==> src/rtl/pipeline_pkg.sv <==
// Core-wide shared types: datapath width and the memory arbiter state encoding.
package pipeline;
  localparam int XLEN = 32;

  typedef enum logic [1:0] {IDLE, GNT_I, GNT_D} arb_state_e;
endpackage

==> src/rtl/mem_arbiter.sv <==
// Shares the single external memory port between instruction fetch and the LSU.
// Data has priority; a streak counter bounds consecutive data grants so fetch always progresses.
module mem_arbiter
  import pipeline::*;
#(
  parameter int STREAK_LIMIT = 4
) (
  input  logic            clk,
  input  logic            reset,
  input  logic            i_re,
  input  logic [XLEN-1:0] i_addr,
  input  logic [3:0]      i_sel,
  output logic [31:0]     i_data,
  output logic            i_ack,
  input  logic            d_re,
  input  logic            d_we,
  input  logic [XLEN-1:0] d_addr,
  input  logic [3:0]      d_sel,
  input  logic [31:0]     d_wdata,
  output logic [31:0]     d_rdata,
  output logic            d_ack,
  output logic            mem_re,
  output logic            mem_we,
  output logic [XLEN-1:0] mem_addr,
  output logic [3:0]      mem_sel,
  output logic [31:0]     mem_wdata,
  input  logic [31:0]     mem_rdata,
  input  logic            mem_ack
);
  localparam int       SW  = $clog2(STREAK_LIMIT + 1);
  localparam logic [SW-1:0] LIM = SW'(STREAK_LIMIT);

  arb_state_e      state_q, state_d;
  logic [SW-1:0]   streak_q, streak_d;
  logic            d_req, decide;

  assign d_req  = d_re | d_we;
  // A new grant is chosen from IDLE or on the completing cycle, so transactions abut.
  assign decide = (state_q == IDLE) | mem_ack;

  always_comb begin
    state_d  = state_q;
    streak_d = streak_q;
    if (decide) begin
      if (d_req && streak_q < LIM) state_d = GNT_D;
      else if (i_re)               state_d = GNT_I;
      else if (d_req)              state_d = GNT_D;
      else                         state_d = IDLE;
    end
    if (!i_re)
      streak_d = '0;
    else if (decide && state_d == GNT_I)
      streak_d = '0;
    else if (decide && state_d == GNT_D && streak_q != LIM)
      streak_d = streak_q + SW'(1);
  end

  always_ff @(posedge clk or posedge reset) begin
    if (reset) begin
      state_q  <= IDLE;
      streak_q <= '0;
    end else begin
      state_q  <= state_d;
      streak_q <= streak_d;
    end
  end

  always_comb begin
    mem_re    = 1'b0;
    mem_we    = 1'b0;
    mem_addr  = '0;
    mem_sel   = '0;
    mem_wdata = '0;
    i_ack     = 1'b0;
    d_ack     = 1'b0;
    case (state_q)
      GNT_I: begin
        mem_re   = i_re;
        mem_addr = i_addr;
        mem_sel  = i_sel;
        i_ack    = mem_ack;
      end
      GNT_D: begin
        mem_re    = d_re;
        mem_we    = d_we;
        mem_addr  = d_addr;
        mem_sel   = d_sel;
        mem_wdata = d_wdata;
        d_ack     = mem_ack;
      end
      default: ;
    endcase
  end

  // Read data is qualified only by the ack, so no steering is needed.
  assign i_data  = mem_rdata;
  assign d_rdata = mem_rdata;
endmodule

==> config.mk <==
export PLATFORM = sky130hd
export DESIGN_NAME = mem_arbiter
export DESIGN_NICKNAME = d
export VERILOG_FILES = /design/src/rtl/pipeline_pkg.sv /design/src/rtl/mem_arbiter.sv
export SDC_FILE = /design/constraint.sdc
export NUM_CORES = 1
export LEC_CHECK = 0
export BUFFER_PORTS_ARGS = -buffer_cell sky130_fd_sc_hd__buf_2
export CORE_AREA = 2 2 106 108
export CTS_CLUSTER_DIAMETER = 30
export DETAILED_ROUTE_END_ITERATION = 8
export DIE_AREA = 0 0 108 110
export PLACE_DENSITY = 0.51
export SLEW_MARGIN = 10
export SYNTH_ARGS = -nofsm -noshare
export SYNTH_HDL_FRONTEND = slang
export SYNTH_SLANG_ARGS = --single-unit
==> constraint.sdc <==
create_clock -name clk -period 3.2 [get_ports clk]
set_input_delay 0.64 -clock clk [delete_from_list [all_inputs] [get_ports clk]]
set_output_delay 0.64 -clock clk [all_outputs]
set_load 0.02 [all_outputs]
== After elaboration in Yosys (flattened, before gate mapping) ==
Cells that the tools add are included.

* Register bits: 5
* Bits of input ports: 142
* Output and inout port bits: 136
* Logic and storage cells: 31

* Add/subtract/negate cells: 1
* Order comparisons: 1
* Equality and inequality tests: 6
* Mux-type cells: 14
* Bitwise operators: 2
* Reduce and logical (&&, ||, !) cells: 5

{| class="wikitable"
|+ Operators with widths
! kind !! number
|-
| 32-bit case mux with 2 select lines || 1
|-
| 32-bit 2-to-1 mux || 1
|-
| 3-bit 2-to-1 mux || 3
|-
| 2-bit 2-to-1 mux || 4
|-
| 4-bit case mux with 2 select lines || 1
|-
| 2-bit by 1-bit equality test with 1-bit output, second input constant || 2
|-
| 2-bit equality test, second input constant || 2
|-
| 1-bit logical AND || 4
|-
| 3-bit by 1-bit adder with 3-bit output, second input constant || 1
|-
| 3-bit less-than comparator, second input constant || 1
|-
| 1-bit 2-to-1 mux || 3
|-
| 3-bit by 1-bit inequality test with 1-bit output, second input constant || 1
|-
| 3-bit inequality test, second input constant || 1
|-
| 2-bit zero test || 1
|-
| 1-bit OR || 2
|-
| 1-bit case mux with 2 select lines || 1
|}

== Longest topological paths before layout ==
* Depth in word-level cells: 11
* Gate-level depth with buffers: 6
* Mapped depth without buffers: 5

== Worst setup path before layout ==
OpenSTA, ideal clock, no wires.

* Path type: reg-to-output
* From: reg state_q[0]
* To: out mem_addr[10]
* Data arrival time: 1.280 ns
* Data required time: 2.560 ns
* Setup slack: 1.280 ns
* Stages on the path, launching flop included: 5
* Buffers on the path: 1
* Path through: dfrtp_1 -> inv_1 -> ha_1 -> clkbuf_2 -> nor2b_1

* Cells in the longest elaborated chain, start to end: 2
* Elaborated cells between the ends (all ways): 3
* Those cells by class: eq/ne (2); mux (1)

{| class="wikitable"
|+ Ends and longest elaborated chain
! item !! RTL line !! text
|-
| start, declared || mem_arbiter.sv:33 || <nowiki>arb_state_e state_q, state_d;</nowiki>
|-
| start signal, assigned || mem_arbiter.sv:63 || <nowiki>state_q <= state_d;</nowiki>
|-
| 2-bit equality test or 2-bit by 1-bit equality test with 1-bit output (tied branches) || mem_arbiter.sv:76 || <nowiki>case (state_q)</nowiki>
|-
| 32-bit case mux with 2 select lines * || mem_arbiter.sv:76 ||
|-
| end, declared || mem_arbiter.sv:24 || <nowiki>output logic [XLEN-1:0] mem_addr,</nowiki>
|}

Every way passes the cells marked *; elsewhere a longest branch is shown, timed or not.

== Final worst setup path ==
* From: reg state_q[0]
* To: out mem_addr[22]

The elaborated chain is that of the path after synthesis.

==> flow_metrics.env <==
export IMPL_outcome="completed"
export IMPL_required_ns=2.56
export IMPL_clkLatencyLatePin_ns=0.23
export IMPL_syn_num_nets=373
export IMPL_cts_buffer_depth=2
export IMPL_io_pins=278
export IMPL_synth_edff_count=0
export IMPL_drt_iter0_drc=94
export IMPL_h_tree_depth=1
export IMPL_final_nets=485
export IMPL_worst_clock_skew_ns=0.008001
export IMPL_min_period_over_period=0.8593
export IMPL_max_slew_margin=0.4516
export IMPL_endpoint="mem_addr[22]"
export IMPL_synthArstFlopShare=1.000
export IMPL_power_leakage_nw=1.209
export IMPL_grt_antenna_before_repair=0
export IMPL_tns_ns=0
export IMPL_synth_common_cells="buf_4 (66), a22oi_1 (37), nor2b_1 (37), and2_1 (35), buf_6 (6)"
export IMPL_rsz0062_at_grt="no"
export IMPL_drt_wl_total_um=6312
export IMPL_rrSetupSlack_ns=1.85
export IMPL_synth_most_common_cell="buf_4"
export IMPL_grt_overflow_total=0
export IMPL_cpLargestDelayFamily="adder cells"
export IMPL_grt_max_degree=39
export IMPL_numCtsBuffers=3
export IMPL_rows=38
export IMPL_max_freq_ghz=0.3637
export IMPL_avgViaCountPerCell=4.013
export IMPL_finalCriticalPeriod_ns=2.750
export IMPL_clock_sinks=5
export IMPL_cts_hold_buf=0
export IMPL_post_dp_hpwl_um=5222
export IMPL_die_y_um=110
export IMPL_holdWs_ns=0.3019
export IMPL_via_count=1914
export IMPL_cp_depth=5
export IMPL_yosys_top_cells_area="buf_4 (30%), a22oi_1 (17%), nor2b_1 (14%), and2_1 (13%), dfrtp_1 (7.5%)"
export IMPL_critPathLaunch="state_q[0]$_DFF_PP0_"
export IMPL_slowest_delay_ns=0.83
export IMPL_critical_path_arrival_ns=2.11
export IMPL_track_usage=0.08916
export IMPL_synthFlopType="dfrtp_1"
export IMPL_yosysTopAreaCell="buf_4"
export IMPL_hold_path_class="in -> async"
export IMPL_synth_top_cell_area_share=0.2984
export IMPL_final_layout_size_suffix_gt1_frac=0.5727
export IMPL_vdd_drop_max_uv=228.9
export IMPL_grt_pass1_vias=1619
export IMPL_die_area_mm2=0.01188
export IMPL_cp_max_fo=31
export IMPL_die_width_um=108
export IMPL_cp_cell_sequence="inv_1 > ha_1 > buf_4 > nor2b_1 > buf_2"
export IMPL_max_cap_viol_count=0
export IMPL_postRouteAntennaNets=0
export IMPL_postCtsSetupBuffers=0
export IMPL_ys_types=22
export IMPL_timing_rr_start="state_q[0]$_DFF_PP0_"
export IMPL_r2r_end="streak_q[1]$_DFFE_PP0P_"
export IMPL_clockRootBuffer="clkbuf_8"
export IMPL_tritoncts="yes"
export IMPL_routabilityCongestion=0.6902
export IMPL_power_per_cell_area_mw_per_mm2=368.2
export IMPL_routedWlPerCell_um=13.23
export IMPL_worst_path_buf_inv=3
export IMPL_yosys_register_bits=5
export IMPL_netlist_instances=226
export IMPL_port_buffers=181
export IMPL_startpoint_type="flip-flop"
export IMPL_cts_resized=0
export IMPL_cp_end_kind="primary output"
export IMPL_syn_area_mm2=0.001660
export IMPL_drc=0
export IMPL_avgSynthCellArea_um2=7.347
export IMPL_drv_slew=0
export IMPL_syn2layout_area_growth_pct=34.29
export IMPL_clk_pin_slew_worst_paths_ns=0.04
export IMPL_final_util=0.2084
export IMPL_fp_coreArea_mm2=0.01070
export IMPL_initial_core_util=0.1552
export IMPL_max_slew_worst_pin_slew_ns=0.8226
export IMPL_crit_slowest_cell="ha_1"
export IMPL_yosysWarnings=0
export IMPL_antenna_diode_count=0
export IMPL_worstSetupPathType="reg -> out"
export IMPL_r2r_cells=5
export IMPL_dr_pass1_iters=4
export IMPL_setup_viol=0
export IMPL_grt_first_pass_wirelength_um=8245
export IMPL_synth_seq_area_share=0.07536
export IMPL_fillerInstances=1231
export IMPL_hold_viol_final=0
[where the power goes]
group	leakage [nW]	internal [mW]	switching [mW]	total [mW]
logic	1.12	0.254	0.373	0.627
clock network	0.0255	0.0841	0.0365	0.121
registers	0.0654	0.0691	0.00458	0.0737
total	1.21	0.407	0.414	0.821
[sequential cells by signal (all words and copies together) (netlist names)]
| name | count |
|---|---|
| state_q | 2 |
| streak_q | 3 |
[final cells by class]
| class | count | area, µm² | share of cell area |
|---|---|---|---|
| multi-input combinational | 137 | 920.9 | 0.4130 |
| tap | 140 | 175.2 | 0.07856 |
| clock inverter | 1 | 5.005 | 0.002245 |
| timing repair buffer | 186 | 943.4 | 0.4231 |
| inverter | 5 | 18.77 | 0.008418 |
| clock buffer | 3 | 41.29 | 0.01852 |
| sequential | 5 | 125.1 | 0.05612 |
[kinds of logic (layout without fill, tap and decap cells)]
kind of cell               after synthesis  in the layout  synth area share
AOI/OAI and AO/OA                       52             52            0.2223
and+or+nand+nor                         80             80            0.2931
DFF                                      5              5           0.07536
adders and majority gates                5              5           0.03768
buffers and inverters                   84            195            0.3715
[routing by layer]
layer	GRT usage	wire length, µm	part of all wire	vias up
met5	0	0	0	-
met4	0.03663	123	0.019	0
met3	0.01646	595	0.094	21
met2	0.1599	3190	0.51	106
met1	0.1045	2403	0.38	874
li1	-	-	-	913
[cell usage in the layout, fill, tap and decap left out, drive strengths merged]
cell type,instances
o21ba,1
clkinv,1
o22a,1
inv,5
nand2,4
o21ai,8
o21a,1
o22ai,1
a21oi,2
a22oi,37
nand3,2
nor2,1
a21boi,1
nor2b,37
nand3b,1
clkbuf,3
buf,186
ha,5
and2,35
dfrtp,5
[per-stage QoR]
stage | area, µm² | setup slack [ns] | instances | power [mW]
2_1_floorplan | 1660 | 1.280 | 226 | 0.6034
3_3_place_gp | 2183 | 0.7379 | 473 | 0.7046
3_5_place_dp | 2183 | 0.6254 | 473 | 0.7119
4_1_cts | 2230 | 0.3778 | 477 | 0.8353
5_1_grt | 2230 | 0.2094 | 477 | 0.8886
6_report | 2230 | 0.4502 | 477 | 0.8210
[how the worst min path moves through the flow]
stage                                    start                       to  slack, ns
final                                    reset  streak_q[1]$_DFFE_PP0P_       0.30
after global routing                     reset  streak_q[1]$_DFFE_PP0P_       0.33
after CTS                                reset  streak_q[0]$_DFFE_PP0P_       0.31
after detailed placement  state_q[1]$_DFF_PP0_     state_q[1]$_DFF_PP0_       0.53
after global placement    state_q[1]$_DFF_PP0_     state_q[1]$_DFF_PP0_       0.50
after floorplan                          reset     state_q[0]$_DFF_PP0_       0.42
[worst reg2reg max path, stage by stage (launching register included)]
cell     delay (ns)
dfrtp_1        0.37
inv_1          0.08
ha_1           0.25
nor2_1         0.27
o21ai_1        0.15
a21oi_1        0.15
(Power assumes the default switching activity.)
